[config.mk]
export PLATFORM = sky130hd
export DESIGN_NAME = ninjakun_romloader
export DESIGN_NICKNAME = d
export VERILOG_FILES = /design/src/rtl/ninjakun_romloader.sv
export SDC_FILE = /design/constraint.sdc
export NUM_CORES = 1
export LEC_CHECK = 0
export ABC_AREA = 1
export CAP_MARGIN = 20
export CORE_MARGIN = 2
export CORE_UTILIZATION = 60
export CTS_BUF_LIST = sky130_fd_sc_hd__clkbuf_16
export DETAILED_ROUTE_END_ITERATION = 10
export DONT_BUFFER_PORTS = 1
export GPL_TIMING_DRIVEN = 0
export PLACE_DENSITY = 0.81
export SLEW_MARGIN = 40
export SYNTH_ARGS = -nofsm -noshare
export SYNTH_HDL_FRONTEND = slang
export SYNTH_SLANG_ARGS = --single-unit
export TNS_END_PERCENT = 50
[constraint.sdc]
create_clock -name ROMCL -period 3.64 [get_ports ROMCL]
set_clock_uncertainty 0.2 [all_clocks]
set_input_delay 1.092 -clock ROMCL [delete_from_list [all_inputs] [get_ports ROMCL]]
set_output_delay 1.092 -clock ROMCL [all_outputs]
set_load 0.02 [all_outputs]
[src/rtl/ninjakun_romloader.sv]
// ninjakun_romloader: streams download bytes through a 4-entry FIFO into the NJ ROMs at a paced write rate.
module ninjakun_romloader #(
  parameter int ROM_BYTES = 131072,
  parameter int PACE = 2
) (
  input  logic        ROMCL,
  input  logic        RESET,
  input  logic        DL_START,
  input  logic        DL_VALID,
  input  logic [7:0]  DL_DATA,
  output logic        DL_READY,
  output logic [16:0] ROMAD,
  output logic [7:0]  ROMDT,
  output logic        ROMEN,
  output logic        BUSY,
  output logic        DONE,
  output logic [7:0]  CSUM,
  output logic        OVERRUN
);
  localparam logic [17:0] RB = 18'(ROM_BYTES);
  localparam logic [17:0] RB_LAST = 18'(ROM_BYTES - 1);
  localparam logic [3:0] PACE_RELOAD = 4'(PACE - 1);
  typedef enum logic [1:0] {S_IDLE, S_LOAD, S_DONE} state_t;
  state_t state, nxt;
  logic [7:0] mem [4];
  logic [1:0] wp, rp;
  logic [2:0] cnt;
  logic [17:0] acc, wcnt;
  logic [3:0] pace;
  logic push, pop;
  always_ff @(posedge ROMCL or posedge RESET)
    if (RESET) state <= S_IDLE;
    else state <= nxt;
  always_comb
    nxt = DL_START ? S_LOAD : (pop && wcnt == RB_LAST) ? S_DONE : state;
  // cnt[2] set means all four entries are occupied
  always_comb begin
    BUSY = state == S_LOAD;
    DONE = state == S_DONE;
    DL_READY = BUSY & ~cnt[2] & (acc < RB) & ~DL_START;
    push = DL_READY & DL_VALID;
    pop = BUSY & (cnt != 3'd0) & (pace == 4'd0) & ~DL_START;
  end
  always_ff @(posedge ROMCL)
    if (push) mem[wp] <= DL_DATA;
  always_ff @(posedge ROMCL or posedge RESET)
    if (RESET) begin
      wp <= '0;
      rp <= '0;
      cnt <= '0;
      acc <= '0;
      wcnt <= '0;
      pace <= '0;
      ROMAD <= '0;
      ROMDT <= '0;
      ROMEN <= 1'b0;
      CSUM <= '0;
      OVERRUN <= 1'b0;
    end else begin
      ROMEN <= pop;
      OVERRUN <= ~DL_START & (OVERRUN | (DONE & DL_VALID));
      pace <= pop ? PACE_RELOAD : (pace != 4'd0) ? pace - 4'd1 : pace;
      if (DL_START) begin
        wp <= '0;
        rp <= '0;
        cnt <= '0;
        acc <= '0;
        wcnt <= '0;
        ROMAD <= '0;
        CSUM <= '0;
      end else begin
        cnt <= cnt + 3'(push) - 3'(pop);
        if (push) begin
          wp <= wp + 2'd1;
          acc <= acc + 18'd1;
        end
        if (pop) begin
          ROMAD <= wcnt[16:0];
          ROMDT <= mem[rp];
          CSUM <= CSUM + mem[rp];
          rp <= rp + 2'd1;
          wcnt <= wcnt + 18'd1;
        end
      end
    end
endmodule

==> results of run 1 <==
## cells by family after synthesis
logic type,synth area share
and+or+nand+nor,0.262
buffers and inverters,0.0773
adders and majority gates,0.0417
xor gates and xnor gates,0.00760
DFF,0.531
AOI/OAI and AO/OA,0.0805
## power by group through the flow
stage / Sequential, mW / Combinational [mW] / Clock, mW
floorplan: 1.63 / 0.536 / 0
global placement: 1.65 / 0.647 / 0
detailed placement: 1.65 / 0.692 / 0
CTS: 1.64 / 0.703 / 1.74
global route: 1.65 / 0.794 / 1.80
finish: 1.63 / 0.708 / 1.74
## flip-flops by register name, summed over array words and instances, names as in the netlist, 3 cells and up
register,flops
CSUM,8
ROMAD,17
ROMDT,8
acc,18
cnt,3
mem,32
pace,4
wcnt,18
## worst register-to-register path, delay by kind of cell, from the launching register on
kind | cells | cell delay (ns)
adder cells (fa/ha/maj) | 4 | 0.99
buffers and inverters | 5 | 0.48
AND/OR/NAND/NOR | 3 | 0.52
AO/OA/AOI/OAI | 2 | 0.25
flip-flops | 1 | 0.37
## synthesized netlist by cell type (all sizes together)
cell	instances
clkinv	1
inv	83
o22ai	9
a21oi	20
xnor2	2
edfxtp	32
o31ai	1
nand3	36
buf	14
ha	16
fa	2
o21bai	2
or2	2
nor3b	2
xor2	3
dfrtp	84
nand4	17
and2	1
nor2	79
nand2b	1
o21ai	56
nor3	18
nand2	181
nand3b	1
clkbuf	1
## metal layers
metal,up-vias,share of wire
li1,2213,-
met2,245,0.50
met3,40,0.079
met5,-,0
met4,0,0.030
met1,2236,0.39
## worst max-delay path by stage
stage                     startpoint  endpoint  cells after the start
after floorplan                RESET   CSUM[0]                      1
final                        pace[0]    cnt[2]                     14
after detailed placement    DL_START    cnt[2]                     10
after CTS                    pace[0]    cnt[2]                     14
after global routing         pace[0]    cnt[2]                     14
after global placement         RESET  ROMAD[3]                      1
## layout make-up
cell class,instances,share of cell area
Timing Repair Buffer,1,0.00419
Buffer,15,0.0186
Inverter,84,0.0499
Clock inverter,15,0.0289
Tap cell,129,0.0245
Clock buffer,17,0.0647
Multi-Input combinational cell,449,0.343
Sequential cell,116,0.466
## through the flow
| step | hold slack (ns) | total power, mW | utilization | std cells | area (um2) |
|---|---|---|---|---|---|
| 2_1_floorplan | 0.263 | 2.16 | - | 664 | 5770 |
| 3_3_place_gp | 0.285 | 2.30 | 0.638 | 793 | 5930 |
| 3_5_place_dp | 0.288 | 2.35 | 0.642 | 794 | 5960 |
| 4_1_cts | 0.286 | 4.08 | 0.708 | 826 | 6580 |
| 5_1_grt | 0.301 | 4.25 | 0.708 | 826 | 6580 |
| 6_report | 0.282 | 4.09 | 0.708 | 826 | 6580 |
## cells in the final DEF (no fill, tap or decap), types with 2 or more instances in the layout
| cell | netlist | final |
|---|---|---|
| sky130_fd_sc_hd__a21oi_1 | 20 | 20 |
| sky130_fd_sc_hd__buf_2 | 5 | 5 |
| sky130_fd_sc_hd__buf_4 | 2 | 2 |
| sky130_fd_sc_hd__buf_6 | 7 | 7 |
| sky130_fd_sc_hd__bufinv_16 | 0 | 4 |
| sky130_fd_sc_hd__clkbuf_16 | 0 | 17 |
| sky130_fd_sc_hd__clkinv_1 | 0 | 2 |
| sky130_fd_sc_hd__clkinv_4 | 1 | 4 |
| sky130_fd_sc_hd__clkinvlp_4 | 0 | 2 |
| sky130_fd_sc_hd__dfrtp_1 | 84 | 84 |
| sky130_fd_sc_hd__edfxtp_1 | 32 | 32 |
| sky130_fd_sc_hd__fa_1 | 2 | 2 |
| sky130_fd_sc_hd__ha_1 | 16 | 16 |
| sky130_fd_sc_hd__inv_1 | 73 | 74 |
| sky130_fd_sc_hd__inv_2 | 9 | 9 |
| sky130_fd_sc_hd__inv_6 | 0 | 2 |
| sky130_fd_sc_hd__nand2_1 | 175 | 175 |
| sky130_fd_sc_hd__nand2_2 | 3 | 3 |
| sky130_fd_sc_hd__nand2_4 | 3 | 3 |
| sky130_fd_sc_hd__nand3_1 | 32 | 32 |
| sky130_fd_sc_hd__nand3_2 | 3 | 3 |
| sky130_fd_sc_hd__nand4_1 | 17 | 17 |
| sky130_fd_sc_hd__nor2_1 | 72 | 72 |
| sky130_fd_sc_hd__nor2_2 | 3 | 3 |
| sky130_fd_sc_hd__nor2_4 | 3 | 3 |
| sky130_fd_sc_hd__nor3_1 | 18 | 18 |
| sky130_fd_sc_hd__o21ai_0 | 32 | 32 |
| sky130_fd_sc_hd__o21ai_1 | 24 | 24 |
| sky130_fd_sc_hd__o21bai_1 | 2 | 2 |
| sky130_fd_sc_hd__o22ai_1 | 9 | 9 |
| sky130_fd_sc_hd__or2_2 | 2 | 2 |
| sky130_fd_sc_hd__xnor2_1 | 2 | 2 |
| sky130_fd_sc_hd__xor2_1 | 3 | 3 |
==> summary.md, run 1 <==
The total overflow left after global routing is 0. The first routing iteration left 354 violations. The tools report the detailed-placement wirelength estimate as 8810 um. The multi-input combinational cells in the finished layout cover a total of 0.00226 mm2.

Setup violations remaining at the end of the flow were counted as 0. The tools report the starting density of the core as 0.621. In the post-synthesis netlist, the biggest area contributors are sky130_fd_sc_hd__dfrtp_1, sky130_fd_sc_hd__edfxtp_1, sky130_fd_sc_hd__nand2_1, sky130_fd_sc_hd__inv_1, sky130_fd_sc_hd__nor2_1.

The latest clock arrival within the worst-skew pair came out at 0.42 ns. The global routing stage identified its most utilized layer as met2. In this run the power spent charging and discharging nets is 1.25 mW.

The first global-routing pass estimated 22300 um of wire. Top cell type's share of synthesized area: 0.365. The fraction of met1 tracks used by global routing was 0.341; the post-synthesis area per instance was 8.68 um2. For the reported max-cap violation count, the log shows 0. The weighted congestion at the end of routability-driven global placement was 0.959. Fill cells in the final layout number 671. Setup repair after global routing left no endpoint under its margin.

The logs give 0.427 for the relative contribution of the clock network to total power and 0.0684 for the met3 track demand over resource. Counting the buffers created by CTS gives 17. Synthesis inferred 116 register bits.

The post-cts gate resize count is 0, and the length in cells of the worst reg-to-reg path is 14. For the total of warnings raised by yosys, the log shows 0. Worst flop-to-flop path startpoint: pace[0]. The fraction of power spent switching nets came out at 0.305.

The sequential area share after synthesis was 0.531. The final cycle utilization of the critical path came out at 0.805. The total via count in the routed design was 4734. The area of the die was 0.0104 mm2. After synthesis the cells add up to 0.00577 mm2. For the iteration count of the initial detailed-routing pass, the log shows 5. The run gives 0 ns as the final total negative setup slack. The run gives 0.280 as the global-route usage over all layers. The final-report hold violation count is 0, and the number of post-CTS setup repair buffers is 0. The fraction of layout cells with a size suffix above 1 came out at 0.109. Summed over all layers, the routed wires come to 13500 um. The die is 102 um wide. The run gives 0 as the number of buffers added to fix hold violations after cts.

Relative to the synthesized area, the layout overhead comes to 14.0%. The element type at the critical path start is a flip-flop. Counting I/O delays and the setup requirement, the final critical path takes 2.93 ns. Relative slew slack: 0.492. Family with the most delay on the worst path: adder cells. The count of unique library cells instantiated by Yosys was 38. Static timing analysis puts the maximum clock frequency at 341 MHz. STA classifies the critical path endpoint as a flip-flop. For this design the top-level I/O count stands at 50. The worst hold path belongs to the class input pin to asynchronous set/reset pin. For flop-to-flop paths, the worst setup slack is 0.71 ns. The floorplan step defined a core boundary enclosing 0.00928 mm2. Entering global routing, the biggest net connects 61 pins. Combined buffer and inverter count along the critical path: 5. The cell at the slowest stage of the critical path was sky130_fd_sc_hd__fa_1.

For this run, the slowest stage of the critical path takes 0.38 ns. At the placement stage, the worst setup path has a slack of 0.548 ns. The number of buffers added on ports is 0. The sequential cells in the finished layout cover a total of 0.00306 mm2.

Traced cell by cell, the critical path runs through inv_1 > ha_1 > nand3_2 > nor2_8 > nand2_4 > clkinv_4 > buf_6 > ha_1 > inv_1 > ha_1 > inv_1 > fa_1 > o21ai_0 > a21oi_1. sky130_fd_sc_hd__dfrtp_1 takes more of the synthesized area than any other cell. The post-synthesis instance total is 664. The flow ran to the end, and the final reports show no timing, DRC or antenna violations.

TritonCTS built the clock tree. The critical path is of the flip-flop to flip-flop type. Met2 usage in global routing: 0.461. Number of global-route vias before repair: 4739. At the end of the flow, the number of nets in the layout was 714. The wire length per cell after detailed routing is 16.3 um. The count of pins over their slew limit is 0.

The tools report the buffer type at the clock tree root as sky130_fd_sc_hd__clkbuf_16. Number of routed nets with antenna violations: 0. The power density over cell area is 621 mW/mm2. The peak supply drop came out at 321 uV.

Internal power comes to 2.84 mW. The tools report the required arrival time at the worst endpoint as 3.74 ns. The clock transition at the registers of the reported paths was 0.06 ns; the detailed-route DRC error count was 0.

The number of antenna violations at the first check in global routing is 0. The end of the worst register-to-register path was cnt[2]. The logs give 0.400 for the relative contribution of sequential cells to total power and 4 for the level count of the clock H-tree. The die height came out at 102 um. Along the worst path, the maximum fanout reaches 11. The final worst setup slack is 0.709 ns. The logs give 0 for the final antenna diode count and 116 for the clock sink count. The share of total power in combinational logic is 0.173. Row count: 35.

The buffer levels on the longest clock path was 2; the post-detailed-route via-to-cell ratio was 5.73. For this design the static power due to leakage is 2.97 nW. The run gives 694 as the post-synth net total. For the data arrival time of the critical path, the log shows 3.03 ns. For the pin with the worst max-slew slack, the measured transition is 0.758 ns.
No activity file was read; power rests on OpenSTA's default activity.
==> run 2, diff against run 1 <==
--- a/config.mk
+++ b/config.mk
@@ -8,12 +8,12 @@
 export ABC_AREA = 1
 export CAP_MARGIN = 20
 export CORE_MARGIN = 2
-export CORE_UTILIZATION = 60
+export CORE_UTILIZATION = 57
 export CTS_BUF_LIST = sky130_fd_sc_hd__clkbuf_16
 export DETAILED_ROUTE_END_ITERATION = 10
 export DONT_BUFFER_PORTS = 1
 export GPL_TIMING_DRIVEN = 0
-export PLACE_DENSITY = 0.81
+export PLACE_DENSITY = 0.8
 export SLEW_MARGIN = 40
 export SYNTH_ARGS = -nofsm -noshare
 export SYNTH_HDL_FRONTEND = slang
==> constraint.sdc (replaced) <==
create_clock -name ROMCL -period 2.6 [get_ports ROMCL]
set_clock_uncertainty 0.2 [all_clocks]
set_input_delay 0.78 -clock ROMCL [delete_from_list [all_inputs] [get_ports ROMCL]]
set_output_delay 0.78 -clock ROMCL [all_outputs]
set_load 0.02 [all_outputs]
==> summary.md, run 2 (same netlist as run 1, synthesis figures left out) <==
The run gives 0.901 as the weighted congestion at the end of routability-driven global placement. The number of global-route vias before repair is 4750, and the number of flip-flops in the largest register is 32. Fraction of layout cells with a size suffix above 1: 0.161. The run gives 9270 um as the detailed-placement wirelength estimate. The power density over cell area was 840 mW/mm2; the share of total power in combinational logic was 0.211. The maximum clock frequency came out at 387 MHz. The register with the most flip-flops in the final layout is mem.

Level count of the clock H-tree: 4. In the routed design, unresolved DRC markers number 0. The number of buffers added on ports is 0, and the clock transition at the registers of the reported paths is 0.06 ns.

The worst hold path class is input pin to flip-flop. The logs give -0.215 ns for the worst slack at placement and 0.0109 mm2 for the area of the die. The buffer type at the clock tree root was sky130_fd_sc_hd__clkbuf_16. The library cell used most frequently in the layout, excluding fill and tap cells, is sky130_fd_sc_hd__nand2_1. TritonCTS built the clock tree. The count of pins over their slew limit came out at 0.

The length in cells of the worst reg-to-reg path was 13; the filler-free cell count of the finished design was 854. The run gives 2 as the buffer levels on the longest clock path. The tools report the utilization after layout as 0.707. The layout has 704 filler cells. The number of DRC violations after detailed-routing iteration 0 is 347. In the final layout, the registers with the most flip-flops are mem: 32 flops, acc: 18 flops, wcnt: 18 flops. The number of antenna violations at the first check in global routing is 0, and the maximum fanout along the worst path is 7.

Data on the critical path is required at its endpoint by 2.67 ns. Area of combinational cells with multiple inputs: 0.00235 mm2. Iteration count of the initial detailed-routing pass: 7. CTS buffer count: 17. The number of nets in the layout is 738, and the reported max-cap violation count is 0. Summed over all cells, the static leakage comes to 3.09 nW. The layout overhead on the synthesized area works out to 19.8%. Relative contribution of the clock network to total power: 0.394. The kind of capture point of the worst setup path was a flip-flop.

At the pin with the least slew margin, the transition time is 0.751 ns. STA classifies the critical path startpoint as a flip-flop. STA puts the critical path data arrival time at 2.66 ns. The core region is 0.00977 mm2. Summed over all layers, the routed wires come to 14100 um.

The run gives 0.498 as the relative slew slack. Die height: 105 um. The total global routing overflow was 0; the final cycle utilization of the critical path was 0.994. The first global-routing pass estimated 22400 um of wire. Summed over all nets, the switching power comes to 1.86 mW. For the total of endpoints with negative setup slack in the final report, the log shows 0.

The final-report hold violation count is 0. The internal power contribution is 3.94 mW, and the wire length per cell after detailed routing is 16.5 um. The number of placed I/O pins came out at 50.

The starting density of the core was 0.590. The critical path is of the flip-flop to flip-flop type. The total via count in the routed design is 4853. For this design, the sink count on the clock tree is 116. VDD sags by at most 431 uV.

The clock period could shrink to 2.58 ns. For the area used by sequential logic in the layout, the log shows 0.00306 mm2. The post-detailed-route via-to-cell ratio is 5.68, and the final antenna diode count is 0. Entering global routing, the biggest net connects 26 pins.

The die width is 105 um. The fraction of power spent switching nets works out to 0.321. The run gives 0.258 as the global-route usage over all layers.

The run gives 0 as the number of routed nets with antenna violations. The top cell types in the final layout, fill and taps aside, are sky130_fd_sc_hd__nand2_1, sky130_fd_sc_hd__dfrtp_1, sky130_fd_sc_hd__nor2_1. The cell count of the worst hold path is 1, and the latest clock arrival within the worst-skew pair is 0.42 ns. The run finished with clean final reports. The tools report the row count as 36. The run gives 0.395 as the relative contribution of sequential cells to total power. Including well taps, the total number of placed cells is 801.

After layout, the worst setup slack is 0.0166 ns.
## run 2: cell count changes in the layout (fill, tap and decap cells not counted), sizes merged
cell,delta
clkinvlp,+4
clkinv,-1
inv,-1
buf,+23
bufinv,-2
dlygate4sd3,+1
## run 2: critical path, cell delays in order, from the launching register on
cell	delay, ns
sky130_fd_sc_hd__dfrtp_1	0.41
sky130_fd_sc_hd__inv_2	0.10
sky130_fd_sc_hd__ha_4	0.17
sky130_fd_sc_hd__nand3_4	0.11
sky130_fd_sc_hd__nor2_8	0.16
sky130_fd_sc_hd__nand2_8	0.10
sky130_fd_sc_hd__clkinv_8	0.06
sky130_fd_sc_hd__buf_8	0.12
sky130_fd_sc_hd__ha_4	0.20
sky130_fd_sc_hd__inv_1	0.06
sky130_fd_sc_hd__ha_1	0.13
sky130_fd_sc_hd__inv_1	0.05
sky130_fd_sc_hd__fa_2	0.53
sky130_fd_sc_hd__nor2_1	0.04
## run 2: stage by stage
step,instance area (um2),TNS (ns),power (mW),hold slack (ns)
floorplan,5770,-0.0421,3.03,0.263
global placement,5940,-0.408,3.21,0.279
detailed placement,6040,-0.630,3.29,0.299
CTS,6710,0,5.65,0.231
global route,6910,-0.0528,6.05,0.230
finish,6910,0,5.80,0.230
## run 2: area by class of cell
class | instances | area share
sequential | 116 | 0.443
multi-input combinational | 449 | 0.341
clock buffer | 17 | 0.0616
inverter | 84 | 0.0498
timing repair buffer | 25 | 0.0380
tap | 133 | 0.0241
clock inverter | 15 | 0.0228
buffer | 15 | 0.0192
## run 2: worst paths after layout
kind                               start  endpoint  slack (ns)
worst max-delay path             pace[1]    cnt[1]        0.02
worst min-delay path            DL_START    acc[7]        0.23
worst max register to register   pace[1]    cnt[1]        0.02
worst min register to register   acc[17]   acc[17]        0.33
max in group asynchronous          RESET  wcnt[10]        0.90
min in group asynchronous          RESET   acc[14]        0.60
## run 2: what timing repair did
| item | 4_1_cts | 5_1_grt |
|---|---|---|
| hold buffers | 1 | 0 |
| cloned | 0 | 0 |
| buffers inserted | 2 | 18 |
| gates resized for setup | 16 | 15 |
| pin swaps | 1 | 4 |
| hold endpoints to repair | 9 | 0 |
| endpoints found under the setup margin | 6 | 7 |
## run 2: power by group through the flow
stage / Clock, mW / Sequential [mW] / Combinational (mW)
floorplan: 0 / 2.28 / 0.750
global placement: 0 / 2.31 / 0.905
detailed placement: 0 / 2.32 / 0.970
CTS: 2.31 / 2.29 / 1.06
global route: 2.40 / 2.31 / 1.35
finish: 2.29 / 2.29 / 1.23
## run 2: metal layers
metal,share of wire,global-route usage
met2,0.52,0.460
met1,0.39,0.306
met4,0.019,0.0810
met3,0.073,0.0667
met5,0,0
